### src/rtl/conv_window_gen_pkg.sv
// Shared types and constants for the 3x3 window generator.
package conv_pkg;
  localparam int PIX_W_DEF = 8;
  localparam int WIN_TAPS  = 9;

  typedef enum logic {IDLE = 1'b0, HOLD = 1'b1} state_t;

  // LSB position of tap k (k = row*3 + col) in the packed window bus.
  function automatic int win_lsb(input int k, input int pix_w);
    return k * pix_w;
  endfunction
endpackage

### src/rtl/conv_window_gen_line_buf.sv
// Single-port line buffer: combinational read and registered write at the same
// address, so a read in the write cycle returns the old contents.
module conv_line_buf #(
  parameter int DEPTH = 32,
  parameter int WIDTH = 16
) (
  input  logic                     clk,
  input  logic                     i_we,
  input  logic [$clog2(DEPTH)-1:0] i_addr,
  input  logic [WIDTH-1:0]         i_wdata,
  output logic [WIDTH-1:0]         o_rdata
);
  logic [WIDTH-1:0] r_mem [DEPTH];

  assign o_rdata = r_mem[i_addr];

  always_ff @(posedge clk) begin
    if (i_we) r_mem[i_addr] <= i_wdata;
  end
endmodule

### src/rtl/conv_window_gen.sv
// Raster pixel stream to 3x3 window stream (no padding).
// Optional CONV_WIN_CNT_EN adds a per-frame window counter and frame_done pulse.
module conv_window_gen
  import conv_pkg::*;
#(
  parameter int IMG_W = 32,
  parameter int IMG_H = 32,
  parameter int PIX_W = PIX_W_DEF
) (
  input  logic                      clk,
  input  logic                      rst,
  input  logic                      in_valid,
  output logic                      in_ready,
  input  logic                      in_sof,
  input  logic [PIX_W-1:0]          in_pix,
  output logic                      out_valid,
  input  logic                      out_ready,
  output logic [WIN_TAPS*PIX_W-1:0] out_win
`ifdef CONV_WIN_CNT_EN
  ,
  output logic [15:0]               win_cnt,
  output logic                      frame_done
`endif
);
  localparam int CW = $clog2(IMG_W);
  localparam int RW = $clog2(IMG_H);
  localparam logic [CW-1:0] COL_LAST = CW'(IMG_W - 1);
  localparam logic [RW-1:0] ROW_LAST = RW'(IMG_H - 1);

  state_t           r_state;
  logic [CW-1:0]    r_col;
  logic [RW-1:0]    r_row;
  logic [PIX_W-1:0] r_win [3][3];

  logic             w_acc;
  logic             w_emit;
  logic             w_col_last;
  logic             w_row_last;
  logic [CW-1:0]    w_col;
  logic [RW-1:0]    w_row;
  logic [2*PIX_W-1:0] w_lb_rd;
  logic [2*PIX_W-1:0] w_lb_wr;

  assign out_valid  = (r_state == HOLD);
  assign in_ready   = !out_valid || out_ready;
  assign w_acc      = in_valid && in_ready;
  // An sof pixel is placed at (0,0) regardless of where the counters are.
  assign w_col      = in_sof ? '0 : r_col;
  assign w_row      = in_sof ? '0 : r_row;
  assign w_col_last = (w_col == COL_LAST);
  assign w_row_last = (w_row == ROW_LAST);
  assign w_emit     = (w_row >= RW'(2)) && (w_col >= CW'(2));

  // Upper half holds the row before (lb1), lower half the previous row (lb0).
  assign w_lb_wr = {w_lb_rd[PIX_W-1:0], in_pix};

  conv_line_buf #(
    .DEPTH (IMG_W),
    .WIDTH (2 * PIX_W)
  ) u_lb (
    .clk     (clk),
    .i_we    (w_acc),
    .i_addr  (w_col),
    .i_wdata (w_lb_wr),
    .o_rdata (w_lb_rd)
  );

  always_ff @(posedge clk) begin
    if (!rst) begin
      r_state <= IDLE;
      r_col   <= '0;
      r_row   <= '0;
      for (int rr = 0; rr < 3; rr++)
        for (int cc = 0; cc < 3; cc++)
          r_win[rr][cc] <= '0;
    end else begin
      if (w_acc) begin
        r_col <= w_col_last ? '0 : w_col + 1'b1;
        if (w_col_last) r_row <= w_row_last ? '0 : w_row + 1'b1;
        else            r_row <= w_row;
        for (int rr = 0; rr < 3; rr++) begin
          r_win[rr][0] <= r_win[rr][1];
          r_win[rr][1] <= r_win[rr][2];
        end
        r_win[0][2] <= w_lb_rd[2*PIX_W-1:PIX_W];
        r_win[1][2] <= w_lb_rd[PIX_W-1:0];
        r_win[2][2] <= in_pix;
        // Accept implies the held window (if any) is consumed this cycle.
        r_state <= w_emit ? HOLD : IDLE;
      end else if (out_valid && out_ready) begin
        r_state <= IDLE;
      end
    end
  end

  for (genvar k = 0; k < WIN_TAPS; k++) begin : g_pack
    assign out_win[win_lsb(k, PIX_W) +: PIX_W] = r_win[k / 3][k % 3];
  end

`ifdef CONV_WIN_CNT_EN
  logic        w_hs;
  logic        r_last;
  logic [15:0] r_win_cnt;
  logic        r_frame_done;

  assign w_hs       = out_valid && out_ready;
  assign win_cnt    = r_win_cnt;
  assign frame_done = r_frame_done;

  always_ff @(posedge clk) begin
    if (!rst) begin
      r_last       <= 1'b0;
      r_win_cnt    <= '0;
      r_frame_done <= 1'b0;
    end else begin
      if (w_acc && w_emit) r_last <= w_row_last && w_col_last;
      r_frame_done <= w_hs && r_last;
      if (r_frame_done || (w_acc && in_sof)) r_win_cnt <= '0;
      else if (w_hs)                         r_win_cnt <= r_win_cnt + 16'd1;
    end
  end
`endif
endmodule

### config.mk
export PLATFORM = sky130hd
export DESIGN_NAME = conv_window_gen
export DESIGN_NICKNAME = d
export VERILOG_FILES = /design/src/rtl/conv_window_gen_pkg.sv /design/src/rtl/conv_window_gen_line_buf.sv /design/src/rtl/conv_window_gen.sv
export SDC_FILE = /design/constraint.sdc
export NUM_CORES = 1
export LEC_CHECK = 0
export ABC_AREA = 1
export CORE_MARGIN = 2
export CORE_UTILIZATION = 35
export DETAILED_ROUTE_END_ITERATION = 16
export HOLD_SLACK_MARGIN = 0.06
export PLACE_DENSITY = 0.61
export RECOVER_POWER = 25
export REMOVE_ABC_BUFFERS = 1
export SYNTH_ARGS = -nofsm -noshare
export SYNTH_HDL_FRONTEND = slang
export SYNTH_SLANG_ARGS = --single-unit
export TNS_END_PERCENT = 100
### constraint.sdc
create_clock -name clk -period 5.53 [get_ports clk]
set_input_delay 0.553 -clock clk [delete_from_list [all_inputs] [get_ports clk]]
set_output_delay 0.553 -clock clk [all_outputs]
set_load 0.02 [all_outputs]
==> results.md, run 1 <==
- Layout cells sized above 1: approximately 7.4%
- Critical path's slowest cell: clkdlybuf4s50_1
- Hold endpoint: out_valid
- CTS H-tree lvls: 2
- Status: finished, violations left
- Tcrit/Tclk final: a little under three quarters
- Cts repair resizes: 0
- Routed length per placed instance: between 15 and 20 um
- Die Area: roughly 0.073 sq mm
- Register Area: between 0.015 and 0.02 sq mm
- Critical Path RT: roughly 6000 ps
- Post-CTS Setup Bufs: 0
- Leakage: about 12 nW
- CTS clk-pin slew, worst paths: approximately 60 ps
- DRT antenna net count: 0
- Fill cells: 6547
- Commonest non-fill, non-tap cell in the layout: nand2_1
- Fin Clk Skew: 18.9 ps
- Slew HR: -130%
- Antenna violations before repair: 0
- Maximum fanout along the worst path: 70
- #FFs+latches synth: 595
- Ports: 87
- Die width: between 200 and 300 um
- Detailed-route DRC error count: 0
- Final hold violation count: 0
- DR WL met3: approximately 6200 um
- Worst reg2reg startpoint: out_valid
- First-pass GRT wire length: around 100000 um
- CTS root buffer: clkbuf_16
- Total grt overflow: 0
- Reg-to-reg slack, setup: 1960 ps
- Critical R2R Capture: r_win[0][13]
- Syn_area_per_cell: 10.8 sq um
- CP Launch Type: primary input
- Largest delay share family, worst path: buffers and inverters
- HPWL Detailed: 40000 um
- Post-Syn Area: around 0.025 sq mm
- Met2 routed WL: ~30000 um
- Core area: ~0.070 sq mm
- DRT iter0 DRCs: 1812
- RSZ-0062 raised after global routing: false
- CTS tree: built
- DR vias: about 17000
- Post-Syn Instances: roughly 2300
- Seq/Total Area, Yosys: roughly 71%
- Min-delay src: out_valid
- Clock Latency Late Sink: 640 ps
- Final Max Tran Viols: about 350
- Total GRT Usage: about 18%
- CTS Hold Bufs: 0
- Violated checks: capacitance limit, slew limit
- Final #Nets: approximately 2500
- Pwr per Cell Area: approximately 340 mW/mm^2
- DRT Wirelength: between 60000 and 70000 um
- Distinct cells, synth: 32
- Starting density of the core: 35.5%
- Reg2reg path depth: 3
- CP Depth: 12
- Setup-failing EPs final: 0
- Clock Path Buffers: 3
- Chip height: ~270 um
- Area of the multi-input gates: 0.00530 sq mm
- Hold Slack: about 530 ps
- Vias/cell: between 4 and 5
- Max incr delay on CP: 780 ps
- Crit Path Class: in -> reg
- Crit path buf inv count: 5
- Max Clock Freq: 0.252 GHz
- Total power draw: roughly 9.9 mW
- CP Cell Sequence: clkdlybuf4s50_1 -> inv_4 -> nand2_8 -> nor2_4 -> buf_4 -> nand2_1 -> nand4_1 -> nand3_1 -> nand3_1 -> buf_12 -> nand2_1 -> inv_1
- Yosys warnings: 0
- Top routing layer in use: met4
- WL met1: ~28000 um
- Row cnt: a little under 100
- Nature of the critical path endpoint: flip-flop
- Maximum VDD drop: 0.276 mV
- Worst-Margin Slew: 3450 ps
- I/O Buffers: 86
- P&R area growth vs syn: 16.8%
- Critical path arrival: 4470 ps
- Setup TNS: 0 ps
- Commonest cells after routing, fill and taps aside: nand2_1, edfxtp_1, inv_1
- Largest net degree at the start of global routing: 82
- Hold crit path type: reg -> reg
- Max Cap Viol: 10
- Final Wtd Congestion: between 0.9 and 1
- Final worst path period need: just under 4000 ps
- Clock sinks: between 500 and 600
- Vias in the first global route: about 16000
- Hold path cells: 2
- Iteration count of the initial detailed-routing pass: 5
- CTS Buf Count: between 50 and 60
## power by group
| part | internal (mW) | leakage, nW | total, mW | switching [mW] |
|---|---|---|---|---|
| registers | 5.05 | 5.50 | 5.08 | 0.0269 |
| clock network | 2.54 | 1.01 | 4.24 | 1.70 |
| logic | 0.170 | 5.27 | 0.603 | 0.432 |
## layout make-up
type | instances | share of cell area (%)
Sequential cell | 595 | 60.9
Multi-Input combinational cell | 1263 | 18.2
Clock buffer | 67 | 5.24
Timing Repair Buffer | 166 | 5.08
Inverter | 361 | 4.66
Tap cell | 940 | 4.04
Clock inverter | 44 | 1.84
Antenna cell | 1 | 0.00859
## synth_stat cells, drive strengths merged
| cell type | count | share of area [%] |
|---|---|---|
| clkinv | 2 | 0.030 |
| clkbuf | 15 | 0.23 |
| xor2 | 1 | 0.035 |
| edfxtp | 584 | 70 |
| ha | 3 | 0.15 |
| inv | 359 | 5.4 |
| nor3 | 1 | 0.020 |
| or2 | 1 | 0.025 |
| a21oi | 32 | 0.64 |
| o21ai | 13 | 0.26 |
| buf | 83 | 2.0 |
| o32ai | 1 | 0.035 |
| nand4 | 7 | 0.18 |
| o211ai | 2 | 0.060 |
| nand2 | 786 | 12 |
| nand3 | 275 | 5.5 |
| o22ai | 4 | 0.10 |
| dfxtp | 11 | 0.88 |
| nor2 | 135 | 2.2 |
| a41oi | 1 | 0.035 |
| a21boi | 1 | 0.030 |
## sequential cells by signal, summed over array words and instances (netlist names)
| signal | cells |
|---|---|
| r_col | 5 |
| out_valid | 1 |
| u_lb.r_mem | 512 |
| r_win | 72 |
| r_row | 5 |
## metal layers
metal,up-vias,track usage (%)
met5,-,0
met2,798,28.3
met1,8010,24.9
li1,7784,-
met4,0,7.23
met3,108,3.29
## stage by stage
| step | util [%] | setup WS, ps | cells | area [sq um] |
|---|---|---|---|---|
| 3_5_place_dp | 38.6 | 1040 | 3325 | 27100 |
| 6_report | 41.5 | 1560 | 3437 | 29100 |
| 5_1_grt | 41.5 | 1400 | 3436 | 29100 |
| 2_1_floorplan | - | 84.2 | 2219 | 24400 |
| 3_3_place_gp | 38.6 | 1110 | 3325 | 27100 |
| 4_1_cts | 41.5 | 1690 | 3436 | 29200 |
## worst reg2reg max path, stage by stage (launching register included)
cell     delay [ps]
dfxtp_1         320
nand2_1          90
nand2_1         120
nand2_1        1890
## worst max-delay path by stage
stage / start / endpoint / slack (ps)
after floorplan: in_sof / u_lb.r_mem[10][0] / 80
after global routing: out_ready / r_col[3] / 1400
after detailed placement: in_sof / u_lb.r_mem[25][14] / 1040
after global placement: in_sof / r_win[0][28] / 1110
after CTS: in_sof / u_lb.r_mem[25][14] / 1690
final: in_sof / r_win[0][28] / 1560
## cells by family after synthesis
group | share of synthesized area [%]
buffers and inverters | 7.65
xor gates and xnor gates | 0.0351
DFF | 71.2
and+or+nand+nor | 19.8
AOI/OAI and AO/OA | 1.16
adders and majority gates | 0.151
Note: power is estimated with default switching activity, not from simulation.
==> run 2, diff against run 1 <==
- PLACE_DENSITY: 0.61 -> 0.62
- clock period: 5.53 -> 3.4 ns (I/O delays scaled with it)
==> results.md, run 2 (synthesis gave the netlist of run 1 again) <==
- Register Area: 0.0178 sq mm
- Total power draw: about 16 mW
- CTS clk-pin slew, worst paths: 60 ps
- Largest delay share family, worst path: buffers and inverters
- Final worst path period need: 2690 ps
- Setup TNS: 0 ps
- Hold crit path type: in -> reg
- Vias in the first global route: between 15000 and 20000
- Core area: roughly 0.07 sq mm
- Detailed-route DRC error count: 0
- Fin Clk Skew: 25.7 ps
- Final Util: between 40% and 50%
- DR vias: 16900
- Violated checks: capacitance limit, slew limit
- Layout cells sized above 1: 8.10%
- Antenna violations before repair: 4
- Status: finished, violations left
- Critical path arrival: between 3000 and 4000 ps
- Top flop regs: u_lb.r_mem x512, r_win x72
- Max reg flops: between 500 and 600
- Dpl cell area: between 0.02 and 0.03 sq mm
- Dpl cells: 3368
- CTS H-tree lvls: 2
- Fill cells: roughly 6500
- First-pass GRT wire length: 100000 um
- Routed length per placed instance: roughly 19 um
- Clock Latency Late Sink: roughly 630 ps
- Tcrit/Tclk final: slightly below 80%
- CTS tree: built
- Worst-Margin Slew: 2030 ps
- Dpl ws: ~85 ps
- Setup-failing EPs final: 0
- Ports: slightly below 90
- Crit path buf inv count: 5
- DRT Wirelength: between 60000 and 70000 um
- Chip height: between 200 and 300 um
- Pwr per Cell Area: roughly 530 mW/mm^2
- Final Max Tran Viols: 68
- Starting density of the core: a little over a third
- Clock sinks: around 600
- Final hold violation count: 0
- Slew HR: -35.2%
- DRT iter0 DRCs: approximately 1700
- Ant diodes: 0
- Final Cell Area: just under 0.03 sq mm
- Maximum fanout along the worst path: 28
- Die width: roughly 270 um
- Iteration count of the initial detailed-routing pass: 6
- Most common cell on crit path: nand3_1
- Leakage: between 10 and 15 nW
- Die Area: between 0.07 and 0.08 sq mm
- Commonest cells after routing, fill and taps aside: nand2_1, edfxtp_1, inv_1
- HPWL Detailed: ~42000 um
- Max incr delay on CP: between 600 and 700 ps
- Cts repair resizes: 0
- Largest net degree at the start of global routing: between 60 and 70
- Max Clock Freq: about 0.37 GHz
- CP Cell Sequence: nand2_4 -> inv_2 -> buf_12 -> buf_4 -> nand2_1 -> nand3_1 -> nand3_1 -> nand3_1 -> buf_4 -> nand2_1 -> inv_1
- P&R area growth vs syn: 17.9%
- Final Wtd Congestion: 0.892
- CTS Hold Bufs: 0
- DRT antenna net count: 0
- Biggest register: u_lb.r_mem
- Clock Path Buffers: 3
- Final #Nets: between 2000 and 3000
- Min setup slack post-route: 715 ps
- CTS Buf Count: 57
- I/O Buffers: 86
- Max Cap Viol: 2
- Crit Path Class: reg -> reg
- CP Launch Type: flip-flop
- CTS root buffer: clkbuf_16
- Nature of the critical path endpoint: flip-flop
- Commonest non-fill, non-tap cell in the layout: nand2_1
- Total grt overflow: 0
- Critical Path RT: about 3900 ps
- Maximum VDD drop: 0.412 mV
- Layout Cells excl Fill: 3472
- Total GRT Usage: between 15 and 20%
- Post-CTS Setup Bufs: 0
- Row cnt: 97
- Vias/cell: 4.87
- RSZ-0062 raised after global routing: false
- Hold Slack: between 400 and 500 ps
- Area of the multi-input gates: approximately 0.0053 sq mm
- Critical path's slowest cell: dfxtp_1
-- run 2: path summary, 6_finish.rpt --
path                       end     start  slack [ps]  depth (start not counted)
hold / removal       out_valid       rst         440                          2
hold reg to reg       r_row[2]  r_row[2]         540                          2
setup reg to reg  r_win[0][26]  r_col[1]         710                         11
setup / recovery  r_win[0][26]  r_col[1]         710                         11
-- run 2: cell type report --
type	count	area share [%]
Sequential cell	595	60.4
Multi-Input combinational cell	1263	18.0
Timing Repair Buffer	209	6.59
Clock buffer	77	5.32
Inverter	361	4.62
Tap cell	940	4.00
Clock inverter	27	1.04
-- run 2: per-layer routing --
layer | wire (um) | GRT usage (%) | part of all wire (%) | vias to the layer above
met3 | 5440 | 3.17 | 8.2 | 138
met5 | 59 | 0 | 0.089 | -
met1 | 27300 | 24.0 | 41 | 8173
met4 | 2240 | 6.53 | 3.4 | 8
met2 | 30900 | 29.0 | 47 | 736
li1 | - | - | - | 7856
-- run 2: report_power, final --
part / internal (mW) / switching (mW)
logic: 0.310 / 0.698
clock network: 3.67 / 2.69
registers: 8.21 / 0.0391
total: 12.2 / 3.43
-- run 2: worst reg2reg max path, delay by kind of cell (launching register included) --
family                 cells  cell delay [ps]
and+or+nand+nor            6              830
DFF                        1              650
buffers and inverters      5             1080
==> run 3, diff against run 2 <==
- PLACE_DENSITY: 0.62 -> 0.61
- clock period: 3.4 -> 2.7 ns (I/O delays scaled with it)
==> results.md, run 3 (synthesis gave the netlist of run 1 again) <==
- Starting density of the core: 35.5%
- GRT met1 Usage: about a quarter
- Max Cap Viol: 7
- Detailed-route DRC error count: 0
- Clock Path Buffers: 3
- RSZ-0062 raised after global routing: false
- Final Max Tran Viols: about 240
- Slew HR: -38.0%
- CTS tree: built
- Met2 Use GR: 29.5%
- Worst-Margin Slew: a little over 2000 ps
- Iteration count of the initial detailed-routing pass: 7
- Post-CTS Setup Bufs: 0
- Vias in the first global route: ~17000
- DRT antenna net count: 0
- Final hold violation count: 0
- Ant diodes: 0
- Cts repair resizes: 0
- Die width: 271 um
- Crit Path Class: reg -> reg
- Violated checks: capacitance limit, slew limit
- Vias/cell: approximately 4.8
- DRT Wirelength: about 66000 um
- CTS clk-pin slew, worst paths: 60 ps
- Biggest register: u_lb.r_mem
- CTS Hold Bufs: 0
- Core area: 0.0703 sq mm
- CTS root buffer: clkbuf_16
- Die Area: 0.0734 sq mm
- P&R area growth vs syn: 21.6%
- Top flop regs: u_lb.r_mem x512, r_win x72
- Status: finished, violations left
- Nature of the critical path endpoint: flip-flop
- Min-delay src: in_valid
- DRT iter0 DRCs: roughly 1600
- Final worst path period need: about 2500 ps
- Antenna violations before repair: 0
- CP Launch Type: flip-flop
- Final #Nets: about 2600
- DR vias: approximately 17000
- I/O Buffers: 86
- Fin Clk Skew: around 17 ps
- Tcrit/Tclk final: between 90 and 100%
- Total GRT Usage: between 10% and 20%
- CTS H-tree lvls: 2
- First-pass GRT wire length: roughly 100000 um
- Total grt overflow: 0
- Maximum VDD drop: 0.486 mV
- Largest net degree at the start of global routing: 73
- Ports: 87
- Critical Path Source: r_col[0]
- Commonest non-fill, non-tap cell in the layout: nand2_1
- Max Clock Freq: between 0.3 and 0.4 GHz
- Max reg flops: ~510
- Leakage: between 10 and 15 nW
- Final Util: 43.2%
- Layout cells sized above 1: between 10% and 20%
- Worst reg2reg startpoint: r_col[0]
- Critical path arrival: approximately 2900 ps
- Clock sinks: approximately 600
- Row cnt: between 90 and 100
- Chip height: 271 um
- Maximum fanout along the worst path: 32
- HPWL Detailed: between 40000 and 50000 um
- Total power draw: 20.2 mW
- Final Wtd Congestion: 0.872
- CTS Buf Count: 60
- Hold crit path type: in -> reg
- Most used routing layer: met2
- Commonest cells after routing, fill and taps aside: nand2_1, edfxtp_1, inv_1
- Pwr per Cell Area: ~660 mW/mm^2
- Clock Latency Late Sink: about 630 ps
- Met3 Resource Use GR: between 3 and 4%
- Setup-failing EPs final: 0
- Routed length per placed instance: roughly 19 um
- Critical Path RT: 3050 ps
## run 3: changes by cell type in the layout (fill, tap and decap cells not counted), sizes merged
cell | before | now
clkinv | 19 | 24
bufinv | 6 | 9
clkbuf | 93 | 82
buf | 107 | 185
## run 3: per-layer routing
layer	part of all wire (%)	wire, um
met1	43	28300
met2	47	31100
met3	7.1	4720
met4	3.0	1950
met5	0	0
## run 3: worst max-delay path, cell delays in order, from the launching register on
cell and delay [ps]:
dfxtp_2 450, inv_2 100, nor2_8 230, buf_4 220
buf_12 190, nand2_1 80, nand3_1 100, nand3_1 110
nand3_1 160, nand2_1 110, nor2_1 190, inv_1 100
buf_12 170
## run 3: path summary, 6_finish.rpt
check                  endpoint  slack, ps  depth (start not counted)
max          u_lb.r_mem[15][14]        180                         12
min                    r_row[0]        350                          4
max reg2reg  u_lb.r_mem[15][14]        180                         12
min reg2reg            r_row[4]        540                          2
## run 3: through the flow
| stage | instances | TNS (ps) | setup WS [ps] | area [sq um] | hold slack [ps] |
|---|---|---|---|---|---|
| 3_3_place_gp | 3440 | -39800 | -209 | 28400 | 498 |
| 3_5_place_dp | 3440 | -41470 | -228 | 28400 | 530 |
| 6_report | 3547 | 0 | 179 | 30300 | 353 |
| 4_1_cts | 3547 | 0 | 98.7 | 30400 | 362 |
| 5_1_grt | 3547 | 0 | 66.6 | 30300 | 359 |
| 2_1_floorplan | 2219 | -1215640 | -2460 | 24400 | 369 |
## run 3: power breakdown
group,switching (mW),total (mW),internal [mW]
logic,0.913,1.39,0.476
registers,0.0527,10.4,10.3
clock network,3.47,8.39,4.92
total,4.44,20.2,15.7
## run 3: layout make-up
type | count | area, sq um
Fill cell | 6498 | 39900
Timing Repair Buffer | 281 | 2780
Inverter | 361 | 1360
Clock buffer | 72 | 1550
Sequential cell | 595 | 17800
Tap cell | 940 | 1180
Clock inverter | 35 | 414
Multi-Input combinational cell | 1263 | 5300
